==> src/rtl/stream_insert_hdr_arb_if.sv <==
// -----------------------------------------------------------------------------
// stream_insert_hdr_arb_if
//
// Bundle for the header arbiter. It carries two groups of signals:
//   * requester side: req_valid / req_data / req_keep / req_byte_cnt in,
//     req_ready (one-hot) out, all packed NUM_REQ-wide with requester i in
//     slice [i*W +: W];
//   * insert side: valid_insert / data_insert / keep_insert / byte_insert_cnt
//     toward stream_insert, ready_insert back from it.
//
// Modports:
//   master - the arbiter itself (consumes requests, drives the insert port)
//   slave  - the surroundings (requesters plus stream_insert)
// -----------------------------------------------------------------------------
interface stream_insert_hdr_arb_if #(
  parameter int DATA_WD      = 32,
  parameter int DATA_BYTE_WD = DATA_WD / 8,
  parameter int BYTE_CNT_WD  = $clog2(DATA_BYTE_WD),
  parameter int NUM_REQ      = 4
) ();

  // Requester side
  logic [NUM_REQ-1:0]              req_valid;
  logic [NUM_REQ*DATA_WD-1:0]      req_data;
  logic [NUM_REQ*DATA_BYTE_WD-1:0] req_keep;
  logic [NUM_REQ*BYTE_CNT_WD-1:0]  req_byte_cnt;
  logic [NUM_REQ-1:0]              req_ready;

  // Insert side (toward stream_insert)
  logic                            valid_insert;
  logic [DATA_WD-1:0]              data_insert;
  logic [DATA_BYTE_WD-1:0]         keep_insert;
  logic [BYTE_CNT_WD-1:0]          byte_insert_cnt;
  logic                            ready_insert;

  modport master (
    input  req_valid,
    input  req_data,
    input  req_keep,
    input  req_byte_cnt,
    output req_ready,
    output valid_insert,
    output data_insert,
    output keep_insert,
    output byte_insert_cnt,
    input  ready_insert
  );

  modport slave (
    output req_valid,
    output req_data,
    output req_keep,
    output req_byte_cnt,
    input  req_ready,
    input  valid_insert,
    input  data_insert,
    input  keep_insert,
    input  byte_insert_cnt,
    output ready_insert
  );

endinterface

==> src/rtl/stream_insert_hdr_arb.sv <==
// -----------------------------------------------------------------------------
// stream_insert_hdr_arb
//
// Shares the single header-insert port of stream_insert among NUM_REQ header
// requesters. A round-robin arbiter picks one requester, its header is latched
// into registered insert outputs, and the grant is held until stream_insert
// reports the last beat of that packet. Exactly one header is therefore
// inserted per output packet.
//
// Ports:
//   clk            - clock, rising edge
//   rstn           - asynchronous active-low reset
//   bus (master)   - requester bundle and insert port (see interface)
//   pkt_last_fire  - last beat of the current packet left stream_insert
//   grant_id       - index of the current owner (registered)
//   busy           - a header is being offered or its packet is in flight
//   proto_err      - sticky: pkt_last_fire seen while no packet was open
//
// req_ready is the only combinational output: it strobes the winner in the
// same cycle the header is captured. All insert outputs are registered, so
// there is no path from ready_insert back to valid_insert/data_insert.
// -----------------------------------------------------------------------------
module stream_insert_hdr_arb #(
  parameter int DATA_WD      = 32,
  parameter int DATA_BYTE_WD = DATA_WD / 8,
  parameter int BYTE_CNT_WD  = $clog2(DATA_BYTE_WD),
  parameter int NUM_REQ      = 4,
  parameter int ID_WD        = $clog2(NUM_REQ)
) (
  input  logic                      clk,
  input  logic                      rstn,
  stream_insert_hdr_arb_if.master   bus,
  input  logic                      pkt_last_fire,
  output logic [ID_WD-1:0]          grant_id,
  output logic                      busy,
  output logic                      proto_err
);

  typedef enum logic [1:0] {
    ST_IDLE = 2'd0,   // no owner
    ST_HDR  = 2'd1,   // header offered on the insert port
    ST_PKT  = 2'd2    // header taken, waiting for the packet's last beat
  } state_t;

  state_t                   state_r;
  state_t                   state_nxt_s;

  logic [ID_WD-1:0]         rr_ptr_r;
  logic [ID_WD-1:0]         rr_nxt_s;
  logic [ID_WD-1:0]         cand_s;
  logic [ID_WD-1:0]         winner_s;
  logic                     any_req_s;
  logic                     grant_s;
  logic                     err_set_s;
  logic                     valid_nxt_s;
  logic                     busy_nxt_s;
  logic [NUM_REQ-1:0]       req_ready_s;

  logic                     valid_insert_r;
  logic [DATA_WD-1:0]       data_insert_r;
  logic [DATA_BYTE_WD-1:0]  keep_insert_r;
  logic [BYTE_CNT_WD-1:0]   byte_cnt_r;
  logic [ID_WD-1:0]         grant_id_r;
  logic                     busy_r;
  logic                     proto_err_r;

  // Round-robin search: first valid requester at or above rr_ptr, wrapping.
  always_comb begin
    any_req_s = 1'b0;
    winner_s  = '0;
    cand_s    = '0;
    for (int k = 0; k < NUM_REQ; k++) begin
      cand_s = ID_WD'((int'(rr_ptr_r) + k) % NUM_REQ);
      if (!any_req_s && bus.req_valid[cand_s]) begin
        any_req_s = 1'b1;
        winner_s  = cand_s;
      end else begin
        any_req_s = any_req_s;
      end
    end
  end

  // State register.
  always_ff @(posedge clk or negedge rstn) begin
    if (!rstn) begin
      state_r <= ST_IDLE;
    end else begin
      state_r <= state_nxt_s;
    end
  end

  // Next-state logic.
  always_comb begin
    state_nxt_s = state_r;
    case (state_r)
      ST_IDLE: begin
        if (any_req_s) begin
          state_nxt_s = ST_HDR;
        end else begin
          state_nxt_s = ST_IDLE;
        end
      end
      ST_HDR: begin
        // valid_insert is high throughout HDR, so ready_insert alone
        // completes the header handshake. A stray pkt_last_fire is ignored.
        if (bus.ready_insert) begin
          state_nxt_s = ST_PKT;
        end else begin
          state_nxt_s = ST_HDR;
        end
      end
      ST_PKT: begin
        if (pkt_last_fire) begin
          // Back-to-back: re-arbitrate in the same cycle as the last beat.
          if (any_req_s) begin
            state_nxt_s = ST_HDR;
          end else begin
            state_nxt_s = ST_IDLE;
          end
        end else begin
          state_nxt_s = ST_PKT;
        end
      end
      default: begin
        state_nxt_s = ST_IDLE;
      end
    endcase
  end

  // Output decode: grant strobe, error detection and next register values.
  always_comb begin
    grant_s   = 1'b0;
    err_set_s = 1'b0;
    case (state_r)
      ST_IDLE: begin
        grant_s   = any_req_s;
        err_set_s = pkt_last_fire;
      end
      ST_HDR: begin
        grant_s   = 1'b0;
        err_set_s = pkt_last_fire;
      end
      ST_PKT: begin
        grant_s   = pkt_last_fire && any_req_s;
        err_set_s = 1'b0;
      end
      default: begin
        grant_s   = 1'b0;
        err_set_s = 1'b0;
      end
    endcase

    req_ready_s = '0;
    if (grant_s) begin
      req_ready_s[winner_s] = 1'b1;
    end else begin
      req_ready_s = '0;
    end

    if (winner_s == ID_WD'(NUM_REQ - 1)) begin
      rr_nxt_s = '0;
    end else begin
      rr_nxt_s = winner_s + ID_WD'(1);
    end

    valid_nxt_s = (state_nxt_s == ST_HDR);
    busy_nxt_s  = (state_nxt_s != ST_IDLE);
  end

  // Registered outputs and round-robin pointer; header fields load on grant.
  always_ff @(posedge clk or negedge rstn) begin
    if (!rstn) begin
      valid_insert_r <= 1'b0;
      data_insert_r  <= '0;
      keep_insert_r  <= '0;
      byte_cnt_r     <= '0;
      grant_id_r     <= '0;
      busy_r         <= 1'b0;
      proto_err_r    <= 1'b0;
      rr_ptr_r       <= '0;
    end else begin
      valid_insert_r <= valid_nxt_s;
      busy_r         <= busy_nxt_s;
      if (err_set_s) begin
        proto_err_r <= 1'b1;
      end else begin
        proto_err_r <= proto_err_r;
      end
      if (grant_s) begin
        data_insert_r <= bus.req_data[int'(winner_s)*DATA_WD +: DATA_WD];
        keep_insert_r <= bus.req_keep[int'(winner_s)*DATA_BYTE_WD +: DATA_BYTE_WD];
        byte_cnt_r    <= bus.req_byte_cnt[int'(winner_s)*BYTE_CNT_WD +: BYTE_CNT_WD];
        grant_id_r    <= winner_s;
        rr_ptr_r      <= rr_nxt_s;
      end else begin
        data_insert_r <= data_insert_r;
        keep_insert_r <= keep_insert_r;
        byte_cnt_r    <= byte_cnt_r;
        grant_id_r    <= grant_id_r;
        rr_ptr_r      <= rr_ptr_r;
      end
    end
  end

  assign bus.req_ready       = req_ready_s;
  assign bus.valid_insert    = valid_insert_r;
  assign bus.data_insert     = data_insert_r;
  assign bus.keep_insert     = keep_insert_r;
  assign bus.byte_insert_cnt = byte_cnt_r;
  assign grant_id            = grant_id_r;
  assign busy                = busy_r;
  assign proto_err           = proto_err_r;

endmodule

==> src/flat_wrapper.sv <==
// flat-port wrapper written by rule: the top's interface ports become plain ports
module stream_insert_hdr_arb_flat 
#(
  parameter int DATA_WD      = 32,
  parameter int DATA_BYTE_WD = DATA_WD / 8,
  parameter int BYTE_CNT_WD  = $clog2(DATA_BYTE_WD),
  parameter int NUM_REQ      = 4,
  parameter int ID_WD        = $clog2(NUM_REQ)
)
  (clk, rstn, pkt_last_fire, grant_id, busy, proto_err, bus_req_valid, bus_req_data, bus_req_keep, bus_req_byte_cnt, bus_req_ready, bus_valid_insert, bus_data_insert, bus_keep_insert, bus_byte_insert_cnt, bus_ready_insert);
  stream_insert_hdr_arb_if #(.DATA_WD(DATA_WD), .DATA_BYTE_WD(DATA_BYTE_WD), .BYTE_CNT_WD(BYTE_CNT_WD), .NUM_REQ(NUM_REQ)) bus_i ();
  input  logic clk;
  input  logic rstn;
  input  logic pkt_last_fire;
  output logic [ID_WD-1:0] grant_id;
  output logic busy;
  output logic proto_err;
  input wire logic [$bits(bus_i.req_valid)-1:0] bus_req_valid;
  input wire logic [$bits(bus_i.req_data)-1:0] bus_req_data;
  input wire logic [$bits(bus_i.req_keep)-1:0] bus_req_keep;
  input wire logic [$bits(bus_i.req_byte_cnt)-1:0] bus_req_byte_cnt;
  output wire logic [$bits(bus_i.req_ready)-1:0] bus_req_ready;
  output wire logic [$bits(bus_i.valid_insert)-1:0] bus_valid_insert;
  output wire logic [$bits(bus_i.data_insert)-1:0] bus_data_insert;
  output wire logic [$bits(bus_i.keep_insert)-1:0] bus_keep_insert;
  output wire logic [$bits(bus_i.byte_insert_cnt)-1:0] bus_byte_insert_cnt;
  input wire logic [$bits(bus_i.ready_insert)-1:0] bus_ready_insert;
  assign bus_i.req_valid = bus_req_valid;
  assign bus_i.req_data = bus_req_data;
  assign bus_i.req_keep = bus_req_keep;
  assign bus_i.req_byte_cnt = bus_req_byte_cnt;
  assign bus_req_ready = bus_i.req_ready;
  assign bus_valid_insert = bus_i.valid_insert;
  assign bus_data_insert = bus_i.data_insert;
  assign bus_keep_insert = bus_i.keep_insert;
  assign bus_byte_insert_cnt = bus_i.byte_insert_cnt;
  assign bus_i.ready_insert = bus_ready_insert;
  stream_insert_hdr_arb #(.DATA_WD(DATA_WD), .DATA_BYTE_WD(DATA_BYTE_WD), .BYTE_CNT_WD(BYTE_CNT_WD), .NUM_REQ(NUM_REQ), .ID_WD(ID_WD)) u_core (.clk(clk), .rstn(rstn), .bus(bus_i), .pkt_last_fire(pkt_last_fire), .grant_id(grant_id), .busy(busy), .proto_err(proto_err));
endmodule
==> config.mk <==
export PLATFORM = sky130hd
export DESIGN_NAME = stream_insert_hdr_arb_flat
export DESIGN_NICKNAME = d
export VERILOG_FILES = /design/src/rtl/stream_insert_hdr_arb_if.sv /design/src/rtl/stream_insert_hdr_arb.sv /design/src/flat_wrapper.sv
export SDC_FILE = /design/constraint.sdc
export NUM_CORES = 1
export LEC_CHECK = 0
export CELL_PAD_IN_SITES_DETAIL_PLACEMENT = 1
export CELL_PAD_IN_SITES_GLOBAL_PLACEMENT = 2
export CORE_AREA = 4 4 135 137
export DETAILED_ROUTE_END_ITERATION = 10
export DIE_AREA = 0 0 139 141
export GPL_TIMING_DRIVEN = 0
export PLACE_DENSITY_LB_ADDON = 0.08
export RECOVER_POWER = 25
export SETUP_SLACK_MARGIN = 0.3
export SYNTH_ARGS = -nofsm -noshare
export SYNTH_HDL_FRONTEND = slang
export SYNTH_SLANG_ARGS = --single-unit
==> constraint.sdc <==
create_clock -name clk -period 3.61 [get_ports clk]
set_input_delay 1.083 -clock clk [delete_from_list [all_inputs] [get_ports clk]]
set_output_delay 1.083 -clock clk [all_outputs]
set_load 0.005 [all_outputs]
==> After elaboration in Yosys (flattened, before gate mapping) <==
Cells that the tools add are included.
{ "word_totals": {"out_inout_bits": 47, "register_bits": 47, "input_bits": 160} }
{ "classes": {"eq_ne": 4, "n_shift": 3, "n_mux": 26, "addsub": 4, "n_reduce_logical": 11, "magnitude_cmp": 6} }
{ "op_table": {"columns": ["op", "n"], "rows": [
  ["$shiftx A128 B8 Y32", 1],
  ["$shiftx A16 B5 Y4", 1],
  ["$lt A2 B3 Y1 const B", 5],
  ["$mux W2", 7],
  ["$mux W1", 11],
  ["$bmux W1 S2", 4],
  ["$shiftx A8 B4 Y2", 1],
  ["$pmux W2 S3", 1],
  ["$logic_and A1 B1 Y1", 5],
  ["$add A2 B1 Y2 const B", 2],
  ["$add A2 B2 Y2 const B", 2],
  ["$eq A2 B1 Y1 const B", 2],
  ["$eq A2 B2 Y1 const B", 2],
  ["$mux W4", 1],
  ["$logic_not A1 Y1", 3],
  ["$demux W1 S2", 1],
  ["$ge A2 B1 Y1 const B", 1],
  ["$logic_not A2 Y1", 1],
  ["$pmux W1 S2", 1],
  ["$reduce_bool A2 Y1", 1],
  ["$reduce_or A2 Y1", 1]
]} }

==> Logic depth before layout (Yosys ltp) <==
Gate-level depths: netlist of run 1.
{ "logic_depth": {"word_depth": 17, "ltp_mapped": 9, "ltp_nobuf": 6} }

==> Worst setup path before layout of run 1 <==
Ideal clock, no wire load.
{ "synth_timing": {"path_kind": "input port to output port", "from": "in bus_req_valid[1]", "to": "out bus_req_ready[3]", "path_buffers": 3, "arrival_ps": 2227, "stages": 8, "slack_ps": 300, "cell_sequence": "o21ai_0 > a221oi_2 > or2_1 > buf_2 > buf_6 > buf_6 > ha_1 > and2_1"} }
{ "synth_via": {"elab_chain_cells": 17, "elab_cells_between_ends": 30, "classes_between": "2 x order compare; 20 x mux; 8 x reduce/logical"} }
{ "synth_lines": {"columns": ["item", "line_no", "text"], "rows": [
  ["start, declared", "flat_wrapper.sv:18", "input wire logic [$bits(bus_i.req_valid)-1:0] bus_req_valid;"],
  ["$bmux W1 S2", "stream_insert_hdr_arb.sv:74", "if (!any_req_s && bus.req_valid[cand_s]) begin"],
  ["$mux W1 (not written as such)", "stream_insert_hdr_arb.sv:74", null],
  ["$mux W1", "stream_insert_hdr_arb.sv:74", null],
  ["$logic_not A1 Y1", "stream_insert_hdr_arb.sv:74", null],
  ["$logic_and A1 B1 Y1", "stream_insert_hdr_arb.sv:74", null],
  ["$mux W1", "stream_insert_hdr_arb.sv:74", null],
  ["$logic_not A1 Y1", "stream_insert_hdr_arb.sv:74", null],
  ["$logic_and A1 B1 Y1", "stream_insert_hdr_arb.sv:74", null],
  ["(+2 left out)", null, null],
  ["$logic_and A1 B1 Y1", "stream_insert_hdr_arb.sv:74", null],
  ["$mux W2 *", "stream_insert_hdr_arb.sv:74", null],
  ["net u_core.winner_s[0]", "stream_insert_hdr_arb.sv:51", "logic [ID_WD-1:0] winner_s;"],
  ["$lt A2 B3 Y1 (not written as such) / $ge A2 B1 Y1 (equally long branches)", "stream_insert_hdr_arb.sv:155", "req_ready_s[winner_s] = 1'b1;"],
  ["$logic_and A1 B1 Y1 (not written as such)", "stream_insert_hdr_arb.sv:155", null],
  ["$mux W1 (not written as such)", "stream_insert_hdr_arb.sv:155", null],
  ["$demux W1 S2 *", null, null],
  ["$mux W4 *", "stream_insert_hdr_arb.sv:154", "if (grant_s) begin"],
  ["end, declared", "flat_wrapper.sv:22", "output wire logic [$bits(bus_i.req_ready)-1:0] bus_req_ready;"]
]} }
Mark *: on every way through the listed nets, which the timed path passes. The rest lies on a longest branch. The select of a mux whose other input is x is not followed.

==> Worst setup path after layout of run 1 <==
{ "layout_timing": {"from": "in bus_req_valid[3]", "to": "out bus_req_ready[3]"} }
The elaborated chain is that of the path after synthesis.

==> results of run 1 <==
[final timing paths]
| check | startpoint | end | slack [ns] | depth (start not counted) |
|---|---|---|---|---|
| worst max-delay path | bus_req_valid[3] | bus_req_ready[3] | 0.12 | 10 |
| worst min-delay path | u_core.proto_err | u_core.proto_err | 0.46 | 1 |
| worst max register to register | u_core.state_r[0] | u_core.bus.data_insert[4] | 1.50 | 6 |
| worst min register to register | u_core.proto_err | u_core.proto_err | 0.46 | 1 |
| max in group asynchronous | rstn | u_core.bus.data_insert[6] | 1.52 | 1 |
| min in group asynchronous | rstn | u_core.bus.data_insert[17] | 1.17 | 1 |
[sequential cells by signal, summed over array words and instances, names as in the netlist]
signal	cells
u_core.bus.byte_insert_cnt	2
u_core.bus.data_insert	32
u_core.bus.keep_insert	4
u_core.bus.valid_insert	1
u_core.busy	1
u_core.grant_id	2
u_core.proto_err	1
u_core.rr_ptr_r	2
u_core.state_r	2
[power breakdown]
| group | leakage [nW] | switching, mW | internal [mW] |
|---|---|---|---|
| clock | 0.0727 | 0.225 | 0.272 |
| sequential | 0.528 | 0.145 | 0.797 |
| combinational | 1.67 | 1.44 | 1.48 |
| total | 2.27 | 1.81 | 2.55 |
[through the flow]
step	instances	worst slack, ns	hold slack (ns)	instance area (um^2)
6_report	808	0.125	0.462	6080
3_5_place_dp	788	-1.09	0.445	5700
3_3_place_gp	787	-1.09	0.447	5680
4_1_cts	806	0.115	0.469	6010
5_1_grt	808	0.0880	0.484	6080
2_1_floorplan	356	0.335	0.451	3340
[per-layer routing]
| metal | up-vias | part of all wire [%] | GRT usage (%) |
|---|---|---|---|
| met5 | - | 0 | 0 |
| met4 | 0 | 0.71 | 2.78 |
| met3 | 5 | 4.6 | 3.93 |
| met2 | 105 | 50 | 28.4 |
| met1 | 1716 | 45 | 21.6 |
| li1 | 1753 | - | - |
[cell families after synthesis]
family          share of synthesized area, %
mux                                    0.600
compound gates                          29.0
buf+inv                                 8.44
flops                                   35.2
fa+ha+maj                               1.50
simple gates                            25.2
[cell type report]
type,instances,area share [%]
inverter,7,0.473
multi-input combinational,268,32.6
clock inverter,1,0.0823
clock buffer,6,2.28
sequential,47,19.3
tap,225,4.63
timing repair buffer,220,35.7
buffer,34,4.86
[critical path: stages]
cell	delay [ns]
buf_12	0.11
o21bai_4	0.14
a221oi_4	0.05
or2_1	0.25
buf_6	0.13
buf_8	0.11
buf_12	0.12
ha_4	0.15
and2_4	0.13
buf_6	0.10
[cell usage in the layout, fill, tap and decap left out, types with 2 or more instances in the layout]
cell type | Yosys | routed
clkdlybuf4s50_1 | 0 | 197
nand2_1 | 81 | 81
dfrtp_1 | 47 | 47
nor2_1 | 39 | 39
nor3b_1 | 37 | 37
a211oi_1 | 37 | 37
a311oi_2 | 37 | 37
buf_2 | 18 | 19
buf_4 | 1 | 15
buf_6 | 7 | 8
buf_12 | 3 | 6
clkbuf_1 | 5 | 5
clkbuf_16 | 0 | 5
a21oi_1 | 5 | 4
buf_8 | 0 | 4
inv_2 | 3 | 3
inv_1 | 4 | 3
and2_1 | 4 | 3
nor3_4 | 1 | 2
a221oi_4 | 0 | 2
o31ai_1 | 2 | 2
mux2i_1 | 2 | 2
ha_4 | 0 | 2
ha_1 | 4 | 2
[synthesized netlist by cell type]
| cell type | number |
|---|---|
| clkbuf_1 | 5 |
| a211oi_1 | 37 |
| o21ai_1 | 1 |
| a22oi_1 | 1 |
| buf_6 | 7 |
| mux2i_1 | 2 |
| o21ai_0 | 1 |
| o31ai_4 | 1 |
| or2_1 | 1 |
| buf_4 | 1 |
| dfrtp_1 | 47 |
| o21a_1 | 1 |
| buf_2 | 18 |
| buf_12 | 3 |
| a221oi_1 | 1 |
| a221oi_2 | 1 |
| nor2_1 | 39 |
| inv_1 | 4 |
| a21oi_1 | 5 |
| o21bai_1 | 1 |
| nor3_4 | 1 |
| and2_1 | 4 |
| inv_2 | 3 |
| a311oi_2 | 37 |
| a21o_1 | 1 |
| o221ai_1 | 1 |
| nand3_1 | 1 |
| nor2b_1 | 1 |
| nand2b_1 | 1 |
| nor2_8 | 1 |
| ha_1 | 4 |
| nor4_2 | 1 |
| nor3b_1 | 37 |
| or3_1 | 1 |
| nand2_1 | 81 |
| nor3_1 | 2 |
| o31ai_1 | 2 |
[repair_timing]
action,in CTS,in global routing
setup endpoints to repair,4,4
buffers inserted,11,2
gates resized for setup,63,12
hold buffers,0,0
pin swaps,6,4
==> flow_summary.toml, run 1 <==
[run_status]
status = "finished with violations"
violations = "max-capacitance violations, max-slew violations"

[sta]
post-route-min-period_ns = 3.49
max_freq_ghz = 0.287
rsz0062_at_grt = "yes"
timing.final.crit_share_pct = 96.6
tightest_slew_ns = 1.59
skew_ns = 0.0100
relSlewSlack_pct = -5.70
finalMaxSlewViolations = 23
setup_violations = 0
fin_setup_tns_ns = 0
hold_viol_final = 0

[placed_design]
place_congestion = 0.738
numPortBuffers = 206
place_hpwl_mm = 12.6

[finish]
layout.nets = 747
antenna_cells = 0
layout-drive-gt1-share_pct = 19.7
n_fill_cell = 1968
regArea_mm2 = 0.00118
areaGrowthSynthToFinish_pct = 82.2
final_util_pct = 35.6
multiInputGateArea_mm2 = 0.00198

[global_route]
grt_use_total_pct = 16.6
grt_pass1_vias = 3920
antenna_found_initial = 0
grt_max_degree = 26
grt_pass1_wl_mm = 24.9
overflow = 0

[cts]
htreeDepth = 2
insertion_delay_ns = 0.30
clk_pin_slew_ns = 0.07
cts.sinks = 47
cts-buffers-inserted = 5
cts_buffer_depth = 2
cts_tree = "built"
ctsRootBufferMaster = "clkbuf_16"

[synthesis]
avgSynthCellArea_um2 = 9.37
ys_warn_count = 0
netlist_instances = 356
synth_cell_type_count = 37
netlist_area_mm2 = 0.00334
synth_top_cell_area_share_pct = 35.2
synthesis.nets = 520
ys_ff_latch = 47
ys_seq_area_share_pct = 35.2
yosysTopAreaCell = "dfrtp_1"
synth_area_leaders = "dfrtp_1 35%, a311oi_2 17%, nand2_1 9.1%, a211oi_1 8.3%, nor3b_1 8.3%"

[drt]
vias_per_cell = 4.43
drc = 0
wl_per_cell_um = 20.2
ant_nets = 0
drt_first_pass_iters = 4
totalWireLength_mm = 16.3
drt_iter0_drc = 141
num_vias = 3579

[power]
ir_drop_uv = 219
powerDensity_mw_per_mm2 = 717
total_leakage_power_nw = 2.27
fin_total_pwr_mw = 4.36

[worst_setup_path]
cp-end-kind = "primary output"
required_ns = 2.53
critPathKind = "in -> out"
cp_max_fo = 5
cp-start-kind = "input pin"
cp_data_arrival_time_ns = 2.40

[floorplan]
coreArea_mm2 = 0.0171
rows = 48
fp.dieW_um = 139
die_y_um = 141
start_util_pct = 19.6
dieArea_mm2 = 0.0196
pin_count = 207

[run]
maxCapViolCount = 1

[min_path]
hp-class = "reg -> reg"
(Power assumes the default switching activity.)
==> run 2: changes to the inputs <==
--- a/config.mk
+++ b/config.mk
@@ -14,6 +14,7 @@
 export PLACE_DENSITY_LB_ADDON = 0.08
 export RECOVER_POWER = 25
 export SETUP_SLACK_MARGIN = 0.3
+export SLEW_MARGIN = 20
 export SYNTH_ARGS = -nofsm -noshare
 export SYNTH_HDL_FRONTEND = slang
 export SYNTH_SLANG_ARGS = --single-unit
==> run 2 against run 1 <==
Compared with the run above:
- the flow still finishes with violations (max-capacitance violations, max-slew violations)
- power increased by 0.77%
- clock-buffer cell count unchanged
- critical endpoint unchanged
- clock power about the same
- largest cell class unchanged
- clock skew about the same
- first-iteration DRC count increased by 0.71%
==> flow_summary.toml, run 2 (synthesized netlist as in run 1, its figures left out) <==
[min_path]
hp-class = "reg -> reg"
min-delay-start = "u_core.proto_err"

[placed_design]
numPortBuffers = 206
dp_cells = 788
place_congestion = 0.738
dpl-instance-area_mm2 = 0.00570
place_hpwl_mm = 12.5

[finish]
final_util_pct = 35.9
final_cell_count_no_fill = 810
mostFrequentLayoutCell = "clkdlybuf4s50_1"
mostFrequentLayoutCells = "196 x clkdlybuf4s50_1, 81 x nand2_1, 47 x dfrtp_1, 39 x nor2_1"
design_area_mm2 = 0.00612
areaGrowthSynthToFinish_pct = 83.4
antenna_cells = 0
largest_reg_flops = 32
layout.nets = 749
layout-drive-gt1-share_pct = 20.2

[worst_setup_path]
rr_startpoint = "u_core.rr_ptr_r[0]"
critPathKind = "in -> out"
cp_slowest_stage_delay_ns = 0.24
slowest_stage = "or2_1"
cp-start-kind = "input pin"
cp_max_fo = 5
required_ns = 2.53
cp-end-kind = "primary output"
setup.worst_path.start = "bus_req_valid[1]"
crit_chain = "buf_12, o21bai_4, a221oi_4, or2_1, buf_6, buf_8, buf_12, ha_4, and2_4, buf_6"
cp_data_arrival_time_ns = 2.40

[sta]
finalMaxSlewViolations = 23
post-route-min-period_ns = 3.48
relSlewSlack_pct = -5.97
timing.final.crit_share_pct = 96.4
tightest_slew_ns = 1.59
skew_ns = 0.0105
setup_violations = 0
max_freq_ghz = 0.287
hold_viol_final = 0
rsz0062_at_grt = "yes"

[cts]
cts-buffers-inserted = 5
cts_tree = "built"
cts_buffer_depth = 2
insertion_delay_ns = 0.30
cts_hold_buffers = 0
cts.sinks = 47
clk_pin_slew_ns = 0.07
ctsRootBufferMaster = "clkbuf_16"
htreeDepth = 2

[power]
ir_drop_uv = 213
powerDensity_mw_per_mm2 = 718
total_leakage_power_nw = 2.29
fin_total_pwr_mw = 4.39

[floorplan]
start_util_pct = 19.6
pin_count = 207
coreArea_mm2 = 0.0171
fp.dieW_um = 139
dieArea_mm2 = 0.0196
die_y_um = 141
rows = 48

[drt]
ant_nets = 0
totalWireLength_mm = 16.5
num_vias = 3611
drc = 0
vias_per_cell = 4.46
wl_per_cell_um = 20.3
drt_iter0_drc = 142
drt_first_pass_iters = 4

[global_route]
grt_max_degree = 26
overflow = 0
grt_pass1_wl_mm = 25.1
grt_use_total_pct = 16.7
antenna_found_initial = 0
grt_pass1_vias = 3944

[run]
maxCapViolCount = 1

[run_status]
violations = "max-capacitance violations, max-slew violations"
status = "finished with violations"
==> run 2: path summary, 6_finish.rpt <==
check / endpoint / slack [ns] / cells after the start
min in group asynchronous: u_core.bus.data_insert[8] / 1.17 / 1
max in group asynchronous: u_core.bus.data_insert[6] / 1.51 / 1
worst min register to register: u_core.proto_err / 0.46 / 1
worst max-delay path: bus_req_ready[3] / 0.13 / 10
worst min-delay path: u_core.proto_err / 0.46 / 1
worst max register to register: u_core.bus.data_insert[30] / 1.33 / 10
==> run 2: timing repair <==
item / in CTS / in global routing
resized for setup: 67 / 13
setup endpoints to repair: 4 / 4
pin swaps: 8 / 7
buffers inserted: 12 / 3
==> run 2: area by class of cell <==
| type | instances | area [um^2] |
|---|---|---|
| plain buffers | 34 | 294 |
| well taps | 225 | 282 |
| flip-flops and latches | 47 | 1180 |
| inverters | 7 | 28.8 |
| fillers | 1964 | 10900 |
| clock buffers | 6 | 139 |
| clock inverters | 1 | 5.00 |
| multi-input cells | 268 | 1990 |
| repair buffers | 222 | 2200 |
==> run 2: critical path, delay by kind of cell <==
kind                     cells  cell delay [ns]
AO/OA/AOI/OAI                2             0.19
AND/OR/NAND/NOR              2             0.37
buffers and inverters        5             0.59
adder cells (fa/ha/maj)      1             0.15
==> run 2: per-layer routing <==
metal  global-route usage (%)  wire (um)
met5                        0          0
met1                     21.8       7320
met4                     2.63        115
met2                     28.5       8120
met3                     4.10        898
==> run 2: report_power, final <==
group | switching [mW] | total [mW] | internal [mW]
clock | 0.226 | 0.498 | 0.272
combinational | 1.45 | 2.95 | 1.50
sequential | 0.145 | 0.942 | 0.797
==> run 2: stage by stage <==
| stage | hold WS [ns] | setup TNS, ns | worst slack, ns |
|---|---|---|---|
| after floorplan | 0.451 | 0 | 0.335 |
| after global placement | 0.447 | -25.38 | -1.09 |
| after detailed placement | 0.445 | -4.37 | -1.10 |
| after CTS | 0.469 | 0 | 0.113 |
| after global routing | 0.483 | 0 | 0.0870 |
| final | 0.462 | 0 | 0.129 |
